===== config.mk =====
export PLATFORM = sky130hd
export DESIGN_NAME = bridge_n_flat
export DESIGN_NICKNAME = d
export VERILOG_FILES = /design/src/rtl/bridge_n_pkg.sv /design/src/rtl/bridge_n_if.sv /design/src/rtl/bridge_n_irq_ctrl.sv /design/src/rtl/bridge_n.sv /design/src/flat_wrapper.sv
export SDC_FILE = /design/constraint.sdc
export NUM_CORES = 1
export LEC_CHECK = 0
export ABC_AREA = 1
export ABC_CLOCK_PERIOD_IN_PS = 1000
export BUFFER_PORTS_ARGS = -buffer_cell sky130_fd_sc_hd__buf_2
export CAP_MARGIN = 40
export CORE_AREA = 2 2 84 86
export DETAILED_ROUTE_END_ITERATION = 8
export DIE_AREA = 0 0 86 88
export PLACE_DENSITY = 0.71
export SLEW_MARGIN = 20
export SYNTH_ARGS = -nofsm -noshare
export SYNTH_HDL_FRONTEND = slang
export SYNTH_SLANG_ARGS = --single-unit

===== constraint.sdc =====
create_clock -name clk -period 1 [get_ports clk]
set_clock_uncertainty 0.15 [all_clocks]
set_input_delay 0.05 -clock clk [delete_from_list [all_inputs] [get_ports clk]]
set_output_delay 0.05 -clock clk [all_outputs]
set_load 0.005 [all_outputs]

===== src/rtl/bridge_n_pkg.sv =====
// Shared constants for bridge_n: control-slot register map and default decode tag.
package bridge_n_pkg;

  typedef enum logic [1:0] {
    REG_MASK = 2'd0,
    REG_PEND = 2'd1,
    REG_CLR  = 2'd2,
    REG_MODE = 2'd3
  } ctrl_reg_e;

  localparam logic [27:0] DEFAULT_BASE_TAG = 28'h00007f0;
  localparam int          HWINT_W          = 6;

endpackage


===== src/rtl/bridge_n_if.sv =====
// CPU-side data-memory bus of the bridge: word address, byte enables, write data/strobe, read data.
interface bridge_n_if;
  logic [31:2] PrAddr;
  logic [3:0]  PrBE;
  logic [31:0] PrWD;
  logic        PrWe;
  logic [31:0] PrRD;

  modport master (output PrAddr, PrBE, PrWD, PrWe, input  PrRD);
  modport slave  (input  PrAddr, PrBE, PrWD, PrWe, output PrRD);
endinterface


===== src/rtl/bridge_n_irq_ctrl.sv =====
// Interrupt controller: MASK/MODE/PEND/prev registers and registered HWInt generation.
module bridge_n_irq_ctrl
  import bridge_n_pkg::*;
#(
  parameter int N_DEV = 2
) (
  input  logic               clk,
  input  logic               reset,
  input  logic               wr_en,
  input  ctrl_reg_e          wr_idx,
  input  logic [N_DEV-1:0]   wr_data,
  input  logic [N_DEV-1:0]   dev_int,
  output logic [N_DEV-1:0]   mask,
  output logic [N_DEV-1:0]   mode,
  output logic [N_DEV-1:0]   pend,
  output logic [HWINT_W-1:0] hw_int
);

  logic [N_DEV-1:0]   mask_q, mask_d;
  logic [N_DEV-1:0]   mode_q, mode_d;
  logic [N_DEV-1:0]   pend_q, pend_d;
  logic [N_DEV-1:0]   prev_q, prev_d;
  logic [HWINT_W-1:0] hw_int_q, hw_int_d;
  logic [N_DEV-1:0]   clr;

  always_comb begin
    // NOTE: every signal gets a default before the branches so no latch is inferred.
    mask_d   = mask_q;
    mode_d   = mode_q;
    clr      = '0;
    hw_int_d = '0;
    if (wr_en) begin
      case (wr_idx)
        REG_MASK: mask_d = wr_data;
        REG_CLR:  clr    = wr_data;
        REG_MODE: mode_d = wr_data;
        default:  ;
      endcase
    end
    prev_d = dev_int;
    // Edge sources: sticky, new edge beats a same-cycle clear. Level sources follow the input.
    pend_d = (mode_q & ((pend_q & ~clr) | (dev_int & ~prev_q)))
           | (~mode_q & dev_int);
    hw_int_d[N_DEV-1:0] = pend_q & mask_q;
  end

  // NOTE: state registers use non-blocking assignments so all flops update together at the edge.
  always_ff @(posedge clk) begin
    if (reset) begin
      mask_q   <= '0;
      mode_q   <= '0;
      pend_q   <= '0;
      prev_q   <= '0;
      hw_int_q <= '0;
    end else begin
      mask_q   <= mask_d;
      mode_q   <= mode_d;
      pend_q   <= pend_d;
      prev_q   <= prev_d;
      hw_int_q <= hw_int_d;
    end
  end

  assign mask   = mask_q;
  assign mode   = mode_q;
  assign pend   = pend_q;
  assign hw_int = hw_int_q;

endmodule


===== src/rtl/bridge_n.sv =====
// System bridge: decodes the CPU word address onto N_DEV peripheral slots plus an interrupt control slot.
module bridge_n
  import bridge_n_pkg::*;
#(
  parameter int          N_DEV    = 2,
  parameter logic [27:0] BASE_TAG = DEFAULT_BASE_TAG
) (
  input  logic                 clk,
  input  logic                 reset,
  bridge_n_if.slave            bus,
  output logic [7:2]           HWInt,
  output logic                 bri,
  output logic [3:2]           ADDR,
  output logic [31:0]          wdata,
  output logic [3:0]           BE,
  output logic [N_DEV-1:0]     dev_we,
  input  logic [32*N_DEV-1:0]  dev_rdata,
  input  logic [N_DEV-1:0]     dev_int
);

  localparam logic [27:0] CTRL_TAG = BASE_TAG + 28'(N_DEV);

  logic [27:0]        tag;
  logic [N_DEV-1:0]   hit;
  logic               ctrl_hit;
  logic               ctrl_we;
  ctrl_reg_e          reg_idx;
  logic [N_DEV-1:0]   mask, mode, pend;
  logic [HWINT_W-1:0] hw_int;
  logic [31:0]        rdata;

  assign tag     = bus.PrAddr[31:4];
  assign reg_idx = ctrl_reg_e'(bus.PrAddr[3:2]);

  always_comb begin
    hit = '0;
    for (int i = 0; i < N_DEV; i++) begin
      hit[i] = (tag == BASE_TAG + 28'(i));
    end
  end

  assign ctrl_hit = (tag == CTRL_TAG);
  assign bri      = (|hit) | ctrl_hit;
  assign dev_we   = hit & {N_DEV{bus.PrWe}};
  // Only the low byte lane carries control bits; writes without it are dropped.
  assign ctrl_we  = bus.PrWe & ctrl_hit & bus.PrBE[0];

  assign ADDR  = bus.PrAddr[3:2];
  assign wdata = bus.PrWD;
  assign BE    = bus.PrBE;

  always_comb begin
    rdata = '0;
    for (int i = 0; i < N_DEV; i++) begin
      if (hit[i]) rdata = dev_rdata[32*i +: 32];
    end
    if (ctrl_hit) begin
      case (reg_idx)
        REG_MASK: rdata = 32'(mask);
        REG_PEND: rdata = 32'(pend);
        REG_MODE: rdata = 32'(mode);
        default:  rdata = '0;
      endcase
    end
  end

  assign bus.PrRD = rdata;

  bridge_n_irq_ctrl #(.N_DEV(N_DEV)) u_irq_ctrl (
    .clk     (clk),
    .reset   (reset),
    .wr_en   (ctrl_we),
    .wr_idx  (reg_idx),
    .wr_data (bus.PrWD[N_DEV-1:0]),
    .dev_int (dev_int),
    .mask    (mask),
    .mode    (mode),
    .pend    (pend),
    .hw_int  (hw_int)
  );

  assign HWInt = hw_int;

endmodule

===== src/flat_wrapper.sv =====
// flat-port wrapper written by rule: the top's interface ports become plain ports
module bridge_n_flat import bridge_n_pkg::*;
#(
  parameter int          N_DEV    = 2,
  parameter logic [27:0] BASE_TAG = DEFAULT_BASE_TAG
)
  (clk, reset, HWInt, bri, ADDR, wdata, BE, dev_we, dev_rdata, dev_int, bus_PrAddr, bus_PrBE, bus_PrWD, bus_PrWe, bus_PrRD);
  bridge_n_if bus_i ();
  input  logic clk;
  input  logic reset;
  output logic [7:2] HWInt;
  output logic bri;
  output logic [3:2] ADDR;
  output logic [31:0] wdata;
  output logic [3:0] BE;
  output logic [N_DEV-1:0] dev_we;
  input  logic [32*N_DEV-1:0] dev_rdata;
  input  logic [N_DEV-1:0] dev_int;
  input wire logic [$bits(bus_i.PrAddr)-1:0] bus_PrAddr;
  input wire logic [$bits(bus_i.PrBE)-1:0] bus_PrBE;
  input wire logic [$bits(bus_i.PrWD)-1:0] bus_PrWD;
  input wire logic [$bits(bus_i.PrWe)-1:0] bus_PrWe;
  output wire logic [$bits(bus_i.PrRD)-1:0] bus_PrRD;
  assign bus_i.PrAddr = bus_PrAddr;
  assign bus_i.PrBE = bus_PrBE;
  assign bus_i.PrWD = bus_PrWD;
  assign bus_i.PrWe = bus_PrWe;
  assign bus_PrRD = bus_i.PrRD;
  bridge_n #(.N_DEV(N_DEV), .BASE_TAG(BASE_TAG)) u_core (.clk(clk), .reset(reset), .bus(bus_i), .HWInt(HWInt), .bri(bri), .ADDR(ADDR), .wdata(wdata), .BE(BE), .dev_we(dev_we), .dev_rdata(dev_rdata), .dev_int(dev_int));
endmodule

==> Yosys cells after proc, flatten, opt, wreduce, memory -nomap -nowiden <==
Cells that the tools add are included.
{ "totals": {"register_bits": 14, "in_bits": 135, "out_inout_bits": 79, "word_cells": 36} }
{ "op_classes": {"eq_ne": 6, "muxes": 6, "bitwise": 14, "n_reduce_logical": 4} }
{ "op_table": {"columns": ["cell", "count"], "rows": [
  ["2-to-1 mux 32 bit", 3],
  ["equality test 28 x 11 -> 1 bit, second input constant", 3],
  ["bitwise AND 2 bit", 6],
  ["inverter 2 bit", 3],
  ["case mux 2 bit (3 select lines)", 1],
  ["equality test 2 bit, second input constant", 2],
  ["2-to-1 mux 2 bit", 2],
  ["bitwise OR 2 bit", 2],
  ["AND reduction 2 bit", 2],
  ["bitwise AND 1 bit", 2],
  ["equality test 2 x 1 -> 1 bit, second input constant", 1],
  ["logical NOT 2 bit", 1],
  ["OR reduction 2 bit", 1],
  ["bitwise OR 1 bit", 1]
]} }

==> Depth between registers and ports, before layout <==
{ "depth": {"word_depth": 9, "ltp_mapped": 10, "depth_no_buf": 10} }

==> Modules after synthesis <==
A second synthesis with hierarchy kept.
{ "hier_totals": {"hier_cells": 284, "hier_area_um2": 1560.2} }
{ "by_module_without_submodules": {"columns": ["mod", "n_inst", "cells_per_inst", "area_per_inst_um2", "seq_area_each_um2"], "rows": [
  ["bridge_n", 1, 223, 1134.8, 0.0],
  ["bridge_n_irq_ctrl", 1, 61, 425.4, 200.2]
]} }

==> Worst setup path after synthesis <==
No wires, ideal clock.
{ "synth_path": {"kind": "input to register", "startpoint": "in bus_PrAddr[25]", "endpoint": "reg u_core.u_irq_ctrl.mask_q[0], in the netlist u_core.u_irq_ctrl.mask[0]", "setup_time_ns": 0.116, "arrival_ns": 0.814, "required_time_ns": 0.734, "slack_ns": -0.081, "cell_stages": 8, "n_path_buf": 0, "path_cell_list": "nor2_1 -> nand2_1 -> nor2_1 -> nand2_2 -> nor2_4 -> nand3_2 -> nand2_1 -> o21ai_1"} }
{ "synth_via": {"elab_chain_cells": 4} }
{ "synth_rtl": {"columns": ["element", "line_no", "source"], "rows": [
  ["start, declared", "flat_wrapper.sv:19", "input wire logic [$bits(bus_i.PrAddr)-1:0] bus_PrAddr;"],
  ["equality test 28 x 11 -> 1 bit", "bridge_n.sv:42", "assign ctrl_hit = (tag == CTRL_TAG);"],
  ["bitwise AND 1 bit (2 in a row)", "bridge_n.sv:46", "assign ctrl_we = bus.PrWe & ctrl_hit & bus.PrBE[0];"],
  ["AND reduction 2 bit (no line)", null, null],
  ["end signal, assigned", "bridge_n_irq_ctrl.sv:56", "mask_q <= mask_d;"],
  ["end, declared", "bridge_n_irq_ctrl.sv:19", "logic [N_DEV-1:0] mask_q, mask_d;"]
]} }
No other way between the ends.
A chain may end at the register's enable or synchronous reset.

==> Worst setup path after layout <==
{ "layout_path": {"startpoint": "in bus_PrAddr[18]", "endpoint": "out bus_PrRD[10]"} }
{ "layout_via": {"elab_chain_cells": 4, "word_cells_on_any_way": 6, "cone_classes": "eq/ne: 3; mux: 3"} }
{ "layout_rtl": {"columns": ["element", "line_no", "source"], "rows": [
  ["equality test 28 x 11 -> 1 bit", "bridge_n.sv:38", "hit[i] = (tag == BASE_TAG + 28'(i));"],
  ["2-to-1 mux 32 bit (2 in a row)", "bridge_n.sv:55", "if (hit[i]) rdata = dev_rdata[32*i +: 32];"],
  ["2-to-1 mux 32 bit *", "bridge_n.sv:57", "if (ctrl_hit) begin"],
  ["end, declared", "flat_wrapper.sv:23", "output wire logic [$bits(bus_i.PrRD)-1:0] bus_PrRD;"]
]} }
Every way passes the cells marked *; elsewhere a longest branch is shown, timed or not.

==> out/qor.csv <==
metric;value;unit
# nets final;555;
Fill cells;662;
H-tree depth;1;
status;complete, but fails checks;
cells after synthesis;265;
Max VDD drop;0.000549;V
Sw Share;27.2;%
global-route wire length before repair;8.41;mm
Synth Area per Inst;5.71;sq um
worst-path fanout max;10;
critical path's top delay family;simple AND/OR/NAND/NOR gates;
drt wl/cell;13.4;um
clock power share;31.1;%
RSZ-0062 raised after global routing;yes;
Crit. End Element;primary output;
die width;86;um
hold crit path type;in -> reg;
failing checks;setup timing;
Initial Utilization;22.8;%
GRT met2 Usage;29.0;%
Arrival @ worst endpoint;1.25;ns
Comb power frac;37.9;%
Tot Pwr;1330;uW
reg-to-reg slack, setup;0.09;ns
RR Endpoint;u_core.u_irq_ctrl.pend[0];
hold path startpoint;reset;
Crit path buffers/inverters;4;
Max Clk Rate;689;MHz
distinct cell type count after synthesis;17;
CTS tree;done;
detailed placement HPWL;4.70;mm
sequential share of power;31.0;%
P_leak;0.00156;uW
internal cell power;968;uW
Port Buffer Count;143;
die span in y;88;um
Tcrit/Tclk final;145;%
number of global-route vias before repair;1932;
Final Max Slew Viols;0;
die area;7570;sq um
origin of the critical flop-to-flop path;u_core.u_irq_ctrl.mode[0];
first-iteration detailed-routing DRC count;74;
GR Util met1;13.4;%
met3 usage;2.26;%
hold endpoint;u_core.u_irq_ctrl.pend[1];
mapped cell area;1510;sq um
GRT busiest layer;met2;
Fin Setup TNS;-15.30;ns
first drt pass iteration count;5;
drc violations;0;
Routed Antenna Nets;0;
Final WS setup;-0.452;ns
synthesis-stage register bit count;10;
total clock sinks;10;
clk_lat worst skew;0.24;ns
Layout area overhead;98.6;%
worst path required time;0.80;ns
WS Path Type;in -> out;
root buf cell;clkbuf_8;
Final Hold Vio Count;0;
Cell Rows;30;
Crit-path slowest cell;nor2_4;
clock tree buffer depth;2;
IO Count;214;
initial antenna violation count;0;
P_sw;362;uW
Hold Path Stages;4;
Reg2Reg Depth;4;
Final Wtd Congestion;0.860;
total routed wirelength;6.68;mm
startpoint types;primary input;
Total GRT Usage;13.7;%
via-per-instance ratio;4.53;
number of setup violations in the final report;41;
antenna diode instance count;0;
core area;6640;sq um
via count;2255;
commonest non-fill, non-tap cell in the layout;buf_2;
delay of the slowest critical-path stage;0.16;ns
Min Clock Period, post-route;1.45;ns
share of cells above drive strength 1;53.8;%
commonest non-fill, non-tap cells in the layout;buf_2 (135), nand2_1 (50), nand3_1 (44);
synth warn;0;
pwr dens;442;nW/um^2
number of CTS-inserted buffers;3;
CTS clk-pin slew, worst paths;0.05;ns
largest net degree at the start of global routing;22;
remaining global-route overflow;0;
sequential area share after synthesis;13.2;%
crit-path cells;buf_2 -> nor2_4 -> nand2_2 -> nor2_2 -> nand2_2 -> nor2_4 -> buf_12 -> clkbuf_16 -> nand3_1 -> nand2_1 -> buf_2;
max-cap violation count;0;
-- state kept, by name, indices dropped and copies added, names as in the netlist --
signal,count
u_core.u_irq_ctrl.prev_q,2
u_core.u_irq_ctrl.hw_int,2
u_core.u_irq_ctrl.mask,2
u_core.u_irq_ctrl.mode,2
u_core.u_irq_ctrl.pend,2
-- per-stage QoR --
step	instance area, sq um	setup slack, ns	hold WS [ns]	util [%]	std cells
finish	3010	-0.452	0.0416	45.3	498
floorplan	1670	-0.0614	0.0185	-	268
detailed placement	2220	-0.421	-0.0500	33.4	448
CTS	2710	-0.407	0.0326	40.8	490
global placement	2220	-0.398	-0.0500	33.4	448
global route	3010	-0.527	0.0713	45.3	498
-- tightest hold or removal path, cell delays in order --
cell and delay [ns]:
buf_2 0.16, nor3_1 0.07, nand2_1 0.05, nand2_1 0.04
-- layout make-up --
type	instances	area (sq um)	area share [%]
Multi-Input combinational cell	182	1110	37.1
Timing Repair Buffer	203	1480	49.1
Tap cell	80	100	3.33
Clock buffer	3	41.3	1.37
Inverter	20	75.1	2.50
Sequential cell	10	200	6.66
-- Yosys cell counts (all sizes together) --
master / count / area (sq um)
nor2: 27 / 124
and2: 1 / 6.26
dfxtp: 10 / 200
buf: 54 / 403
nor3: 5 / 30.0
clkbuf: 2 / 7.51
nand2: 63 / 239
nand3: 74 / 380
o21ai: 4 / 20.0
inv: 20 / 75.1
conb: 1 / 3.75
nand4: 4 / 25.0
-- worst max path at each step --
stage,cells after the start,endpoint,startpoint
2_1_floorplan,8,bus_PrRD[11],bus_PrAddr[25]
3_3_place_gp,10,bus_PrRD[3],bus_PrAddr[25]
3_5_place_dp,10,bus_PrRD[3],bus_PrAddr[25]
4_1_cts,10,bus_PrRD[19],bus_PrAddr[19]
5_1_grt,11,bus_PrRD[25],bus_PrAddr[18]
6_report,11,bus_PrRD[10],bus_PrAddr[18]
-- timing repair --
item	in CTS	in global routing
hold endpoints to repair	43	0
hold buffers	38	0
gates cloned	0	6
gates resized for setup	13	36
pin swaps	6	13
buffers inserted	1	2
endpoints found under the setup margin	41	45
-- layer usage --
metal / wire [um] / share of wire, %
met1: 2230 / 33
met2: 3750 / 56
met3: 578 / 8.6
met4: 131 / 2.0
met5: 0 / 0
-- cell families (layout without fill, tap and decap cells) --
| kind of cell | after synthesis | after routing | synth area share (%) |
|---|---|---|---|
| buf+inv | 76 | 226 | 32.1 |
| flops | 10 | 10 | 13.2 |
| compound gates | 4 | 4 | 1.32 |
| simple gates | 174 | 174 | 53.1 |
| other cells | 1 | 4 | 0.248 |
-- power groups by stage --
stage	Combinational [uW]	Sequential, uW	Clock [uW]
finish	504	413	413
global route	541	412	444
CTS	481	412	424
detailed placement	324	420	0
global placement	316	419	0
floorplan	207	418	0
No activity file was read; power rests on OpenSTA's default activity.
